$ cat src/rtl/idecode.sv
// rtl/idecode.sv - MIPS instruction-decode stage: register file, control decode, ID/EX latch
module idecode (
   input  logic        clk,
   input  logic        rst,
   input  logic [31:0] IF_ID_instr,
   input  logic [31:0] IF_ID_npc,
   input  logic        EX_MEM_PCSrc,
   input  logic        MEM_WB_RegWrite,
   input  logic [4:0]  MEM_WB_Writereg,
   input  logic [31:0] WB_mux5_writedata,
   output logic [1:0]  ID_EX_wb_ctlout,
   output logic [2:0]  ID_EX_m_ctlout,
   output logic [3:0]  ID_EX_ex_ctlout,
   output logic [31:0] ID_EX_npc,
   output logic [31:0] ID_EX_readdat1,
   output logic [31:0] ID_EX_readdat2,
   output logic [31:0] ID_EX_sign_ext,
   output logic [4:0]  ID_EX_instr_2016,
   output logic [4:0]  ID_EX_instr_1511
);

   localparam logic [5:0] OP_RTYPE = 6'h00;
   localparam logic [5:0] OP_LW    = 6'h23;
   localparam logic [5:0] OP_SW    = 6'h2B;
   localparam logic [5:0] OP_BEQ   = 6'h04;

   logic [5:0]  opcode;
   logic [4:0]  rs;
   logic [4:0]  rt;
   logic [4:0]  rd;
   logic [15:0] imm;

   assign opcode = IF_ID_instr[31:26];
   assign rs     = IF_ID_instr[25:21];
   assign rt     = IF_ID_instr[20:16];
   assign rd     = IF_ID_instr[15:11];
   assign imm    = IF_ID_instr[15:0];

   logic [31:0] regs_q [0:31];
   logic        wr_en;

   // r0 is hard-wired to zero, so a write aimed at it is treated as no write at all
   assign wr_en = MEM_WB_RegWrite && (MEM_WB_Writereg != 5'd0);

   // Register file write port; reset wipes every entry and drops any pending write
   always_ff @(posedge clk or posedge rst) begin
      if (rst) begin
         for (int i = 0; i < 32; i++) begin
            regs_q[i] <= '0;
         end
      end else if (wr_en) begin
         regs_q[MEM_WB_Writereg] <= WB_mux5_writedata;
      end
   end

   logic [31:0] rdat1_d;
   logic [31:0] rdat2_d;

   // Read ports with write-through so a same-cycle WB write is visible to decode
   always_comb begin
      rdat1_d = '0;
      rdat2_d = '0;
      if (rs != 5'd0) begin
         rdat1_d = (wr_en && (MEM_WB_Writereg == rs)) ? WB_mux5_writedata : regs_q[rs];
      end
      if (rt != 5'd0) begin
         rdat2_d = (wr_en && (MEM_WB_Writereg == rt)) ? WB_mux5_writedata : regs_q[rt];
      end
   end

   logic [1:0] wb_d;
   logic [2:0] m_d;
   logic [3:0] ex_d;

   // Opcode to control groups; a taken branch squashes the controls but not the data
   always_comb begin
      wb_d = 2'b00;
      m_d  = 3'b000;
      ex_d = 4'b0000;
      case (opcode)
         OP_RTYPE: begin wb_d = 2'b10; m_d = 3'b000; ex_d = 4'b1100; end
         OP_LW:    begin wb_d = 2'b11; m_d = 3'b010; ex_d = 4'b0001; end
         OP_SW:    begin wb_d = 2'b00; m_d = 3'b001; ex_d = 4'b0001; end
         OP_BEQ:   begin wb_d = 2'b00; m_d = 3'b100; ex_d = 4'b0010; end
         default:  begin wb_d = 2'b00; m_d = 3'b000; ex_d = 4'b0000; end
      endcase
      if (EX_MEM_PCSrc) begin
         wb_d = 2'b00;
         m_d  = 3'b000;
         ex_d = 4'b0000;
      end
   end

   logic [31:0] sext_d;
   assign sext_d = {{16{imm[15]}}, imm};

   logic [1:0]  wb_q;
   logic [2:0]  m_q;
   logic [3:0]  ex_q;
   logic [31:0] npc_q;
   logic [31:0] rdat1_q;
   logic [31:0] rdat2_q;
   logic [31:0] sext_q;
   logic [4:0]  rt_q;
   logic [4:0]  rd_q;

   // ID/EX pipeline latch; no stall, so it loads every cycle
   always_ff @(posedge clk or posedge rst) begin
      if (rst) begin
         wb_q    <= '0;
         m_q     <= '0;
         ex_q    <= '0;
         npc_q   <= '0;
         rdat1_q <= '0;
         rdat2_q <= '0;
         sext_q  <= '0;
         rt_q    <= '0;
         rd_q    <= '0;
      end else begin
         wb_q    <= wb_d;
         m_q     <= m_d;
         ex_q    <= ex_d;
         npc_q   <= IF_ID_npc;
         rdat1_q <= rdat1_d;
         rdat2_q <= rdat2_d;
         sext_q  <= sext_d;
         rt_q    <= rt;
         rd_q    <= rd;
      end
   end

   assign ID_EX_wb_ctlout  = wb_q;
   assign ID_EX_m_ctlout   = m_q;
   assign ID_EX_ex_ctlout  = ex_q;
   assign ID_EX_npc        = npc_q;
   assign ID_EX_readdat1   = rdat1_q;
   assign ID_EX_readdat2   = rdat2_q;
   assign ID_EX_sign_ext   = sext_q;
   assign ID_EX_instr_2016 = rt_q;
   assign ID_EX_instr_1511 = rd_q;

endmodule

$ cat config.mk
export PLATFORM = sky130hd
export DESIGN_NAME = idecode
export DESIGN_NICKNAME = d
export VERILOG_FILES = /design/src/rtl/idecode.sv
export SDC_FILE = /design/constraint.sdc
export NUM_CORES = 2
export LEC_CHECK = 0
export BUFFER_PORTS_ARGS = -buffer_cell sky130_fd_sc_hd__buf_2
export CORE_MARGIN = 2
export CORE_UTILIZATION = 40
export DETAILED_ROUTE_END_ITERATION = 8
export PLACE_DENSITY = 0.66
export SLEW_MARGIN = 20
export SYNTH_ARGS = -nofsm -noshare
export SYNTH_HDL_FRONTEND = slang
export SYNTH_SLANG_ARGS = --single-unit
$ cat constraint.sdc
create_clock -name clk -period 48.9 [get_ports clk]
set_input_delay 4.89 -clock clk [delete_from_list [all_inputs] [get_ports clk]]
set_output_delay 4.89 -clock clk [all_outputs]
set_load 0.005 [all_outputs]
==> metrics.cfg <==
[setup_path]
max_stage_delay_ps = 820
crit_path_max_fanout = 63
cpMostUsedCell = buf_4
cp-end-kind = flip-flop
required_ps = 49550
r2r_cells = 4
reg2reg_to = ID_EX_readdat2[25]
arrival_ps = 8740
start_kind = input pin
critPathKind = input pin to flip-flop
crit_family = buffers and inverters
cp_num_buf_inv = 3
rrSetupSlack_ps = 46930
startpoint = IF_ID_instr[16]
path_depth = 7
slowest_stage = buf_4
path_cells = buf_8 -> buf_4 -> buf_4 -> mux4_4 -> mux4_2 -> nor2b_1 -> a221o_1
endpoint = ID_EX_readdat2[14]
reg2reg_from = regs_q[953]

[die]
fp-row-count = 140
ioPinCount = 252
core-area_sq_um = 146000
fp.dieW_microns = 387
start_util = 0.403
die_h_microns = 387
dieArea_sq_um = 150000

[placement]
port_buffers = 251
gp_congestion = 0.836
hpwl_mm = 110
dpl_worst_slack_ps = 39450

[sta]
fin_ws_ps = 40810
max_slew_margin = 0.187
fin_crit_ps = 8090
finalHoldViolations = 0
period_share = 0.165
final-setup-viol-count = 0
max_freq_mhz = 124
drv_slew = 0
fin_worst_skew_ps = 35.0
grt_setup_unrepaired = no
fin_setup_tns_ps = 0
worst_pin_slew_ps = 1220

[cts]
clk-insertion-delay-late_ps = 780
clock_path_buffers = 3
cts_root_buffer = clkbuf_16
cts-resized-gates = 0
cts_buffers = 134
clkTransAtPathRegs_ps = 60
htree_num_levels = 4
clkSinkCount = 1148
cts_hold_buf = 0
post_cts_buffers = 0
cts_tree = yes

[detailed_routing]
drtIter0Drc = 4407
ant_nets = 0
routedWlPerCell_microns = 32.1
totalWireLength_mm = 194
dr.pass1.iters = 5
drc_errors = 0
vias = 38800
vias_per_cell = 6.44

[logic_synthesis]
ys_types = 69
synth_edf_count = 0
ys_seq_area_frac = 0.490
synth.area.top_cells = dfrtp_1, mux2_2, mux4_2
synth.top_cell.area_share = 0.490
synth_ff_type = dfrtp_1
syn_area_sq_um = 58600
synthArstFlopShare = 1.00
synth_area_leader_cell = dfrtp_1
synth_nets = 4093
ys.warnings.count = 0
synth.avg_cell_area_sq_um = 14.7
ys_ff_latch = 1148
synth_cells = 3988

[power]
clock_power_share = 0.368
p_comb_frac = 0.181
switching_share = 0.275
power_switching_uw = 761
seqPwrFrac = 0.451
power.density_nw_per_um2 = 42.3
p_leak_uw = 0.0288
ir_drop_mv = 0.0261
internal-power_uw = 2010

[final_layout]
seq_area_sq_um = 28700
fin_util = 0.450
nNetsFinal = 4107
fillers = 12800
syn2layout_area_growth_pct = 11.7
multi_input_area_sq_um = 27800
drive_gt1_frac = 0.495

[grt]
grt_pass1_vias = 39000
grt_use_total = 0.256
grt_pass1_wl_mm = 281
grt_overflow = 0
antenna_found_initial = 12
grt_max_degree = 186

[outcome]
outcome = complete, no violations

[job]
maxCapViolCount = 0

[min_path]
worstHoldPathType = flip-flop to flip-flop

[metal layers]
metal  vias up  GRT usage  share of wire
met5         -          0        0.00020
li1      15400          -              -
met2      2053      0.382           0.45
met3       423     0.0665          0.098
met1     20900      0.358           0.41
met4         8     0.0995          0.040
[synthesized netlist by cell type, types with 9 or more instances]
cell,n
a21oi_1,51
nor2b_1,12
xnor2_1,9
a211oi_1,20
buf_4,56
mux2i_1,258
o211ai_1,12
buf_1,46
a22oi_1,25
nor2_1,63
buf_2,88
buf_6,19
o22a_1,10
a221oi_1,69
dfrtp_1,1148
nand2b_1,9
mux2_2,1029
a221o_1,49
o21ai_0,78
nand2_1,36
nor3_1,35
o22ai_1,91
clkbuf_1,245
nor3b_1,15
mux4_2,384
[sequential cells by signal, indices dropped and copies added (netlist names)]
register	cells
ID_EX_ex_ctlout	3
ID_EX_instr_1511	5
ID_EX_instr_2016	5
ID_EX_m_ctlout	3
ID_EX_npc	32
ID_EX_readdat1	32
ID_EX_readdat2	32
ID_EX_sign_ext	11
ID_EX_wb_ctlout	1
regs_q	1024
[metrics by stage]
step                      power, uW  instances  hold WS, ps  area [sq um]
final                          2770       6025          377         65500
after global routing           2880       6021          385         65500
after CTS                      2780       6020          375         65400
after detailed placement       1760       5782          368         61000
after global placement         1740       5782          360         61000
after floorplan                1610       3988          422         58600
[final cells by class]
type,instances,area share
Tap cell,1917,0.0366
Multi-Input combinational cell,2371,0.425
Timing Repair Buffer,341,0.0315
Clock buffer,187,0.0584
Antenna cell,4,0.000153
Inverter,6,0.000459
Sequential cell,1148,0.439
Clock inverter,51,0.00959
[cell families (layout without fill, tap and decap cells)]
group                  after synthesis  after routing  share of synthesized area
other                                0              4                          0
AO/OA/AOI/OAI                      453            453                     0.0552
XOR/XNOR                            10             10                    0.00149
multiplexers                      1681           1681                      0.393
buffers and inverters              469            585                     0.0394
AND/OR/NAND/NOR                    227            227                     0.0203
flip-flops                        1148           1148                      0.490
[power by group through the flow]
stage / clock (uW) / sequential [uW] / combinational [uW]
CTS: 1030 / 1240 / 499
floorplan: 0 / 1220 / 393
finish: 1020 / 1250 / 500
detailed placement: 0 / 1260 / 497
global placement: 0 / 1250 / 487
global route: 1080 / 1270 / 535
[how the worst min path moves through the flow]
stage	startpoint	endpoint	slack, ps	depth (start not counted)
after detailed placement	regs_q[1017]	regs_q[1017]	370	0
after CTS	regs_q[1017]	regs_q[1017]	370	0
after global placement	regs_q[1017]	regs_q[1017]	360	0
after global routing	regs_q[1017]	regs_q[1017]	390	0
after floorplan	regs_q[1017]	regs_q[1017]	420	1
final	regs_q[1017]	regs_q[1017]	380	0
[layout by cell type (no fill, tap or decap), types with 16 or more instances in the layout]
| cell | instances |
|---|---|
| mux4_2 | 384 |
| nand2_2 | 16 |
| mux2_2 | 1029 |
| buf_2 | 244 |
| nand2_1 | 20 |
| mux2i_1 | 258 |
| a221oi_1 | 69 |
| o21ai_0 | 77 |
| a211oi_1 | 20 |
| clkbuf_8 | 22 |
| a21oi_1 | 51 |
| nor2_1 | 49 |
| clkbuf_1 | 29 |
| a221o_1 | 49 |
| o22ai_1 | 91 |
| buf_4 | 85 |
| nor3_1 | 34 |
| dfrtp_1 | 1148 |
| a22oi_1 | 25 |
| clkinv_2 | 23 |
| clkbuf_16 | 137 |
Power figures use the tool's default switching activity.
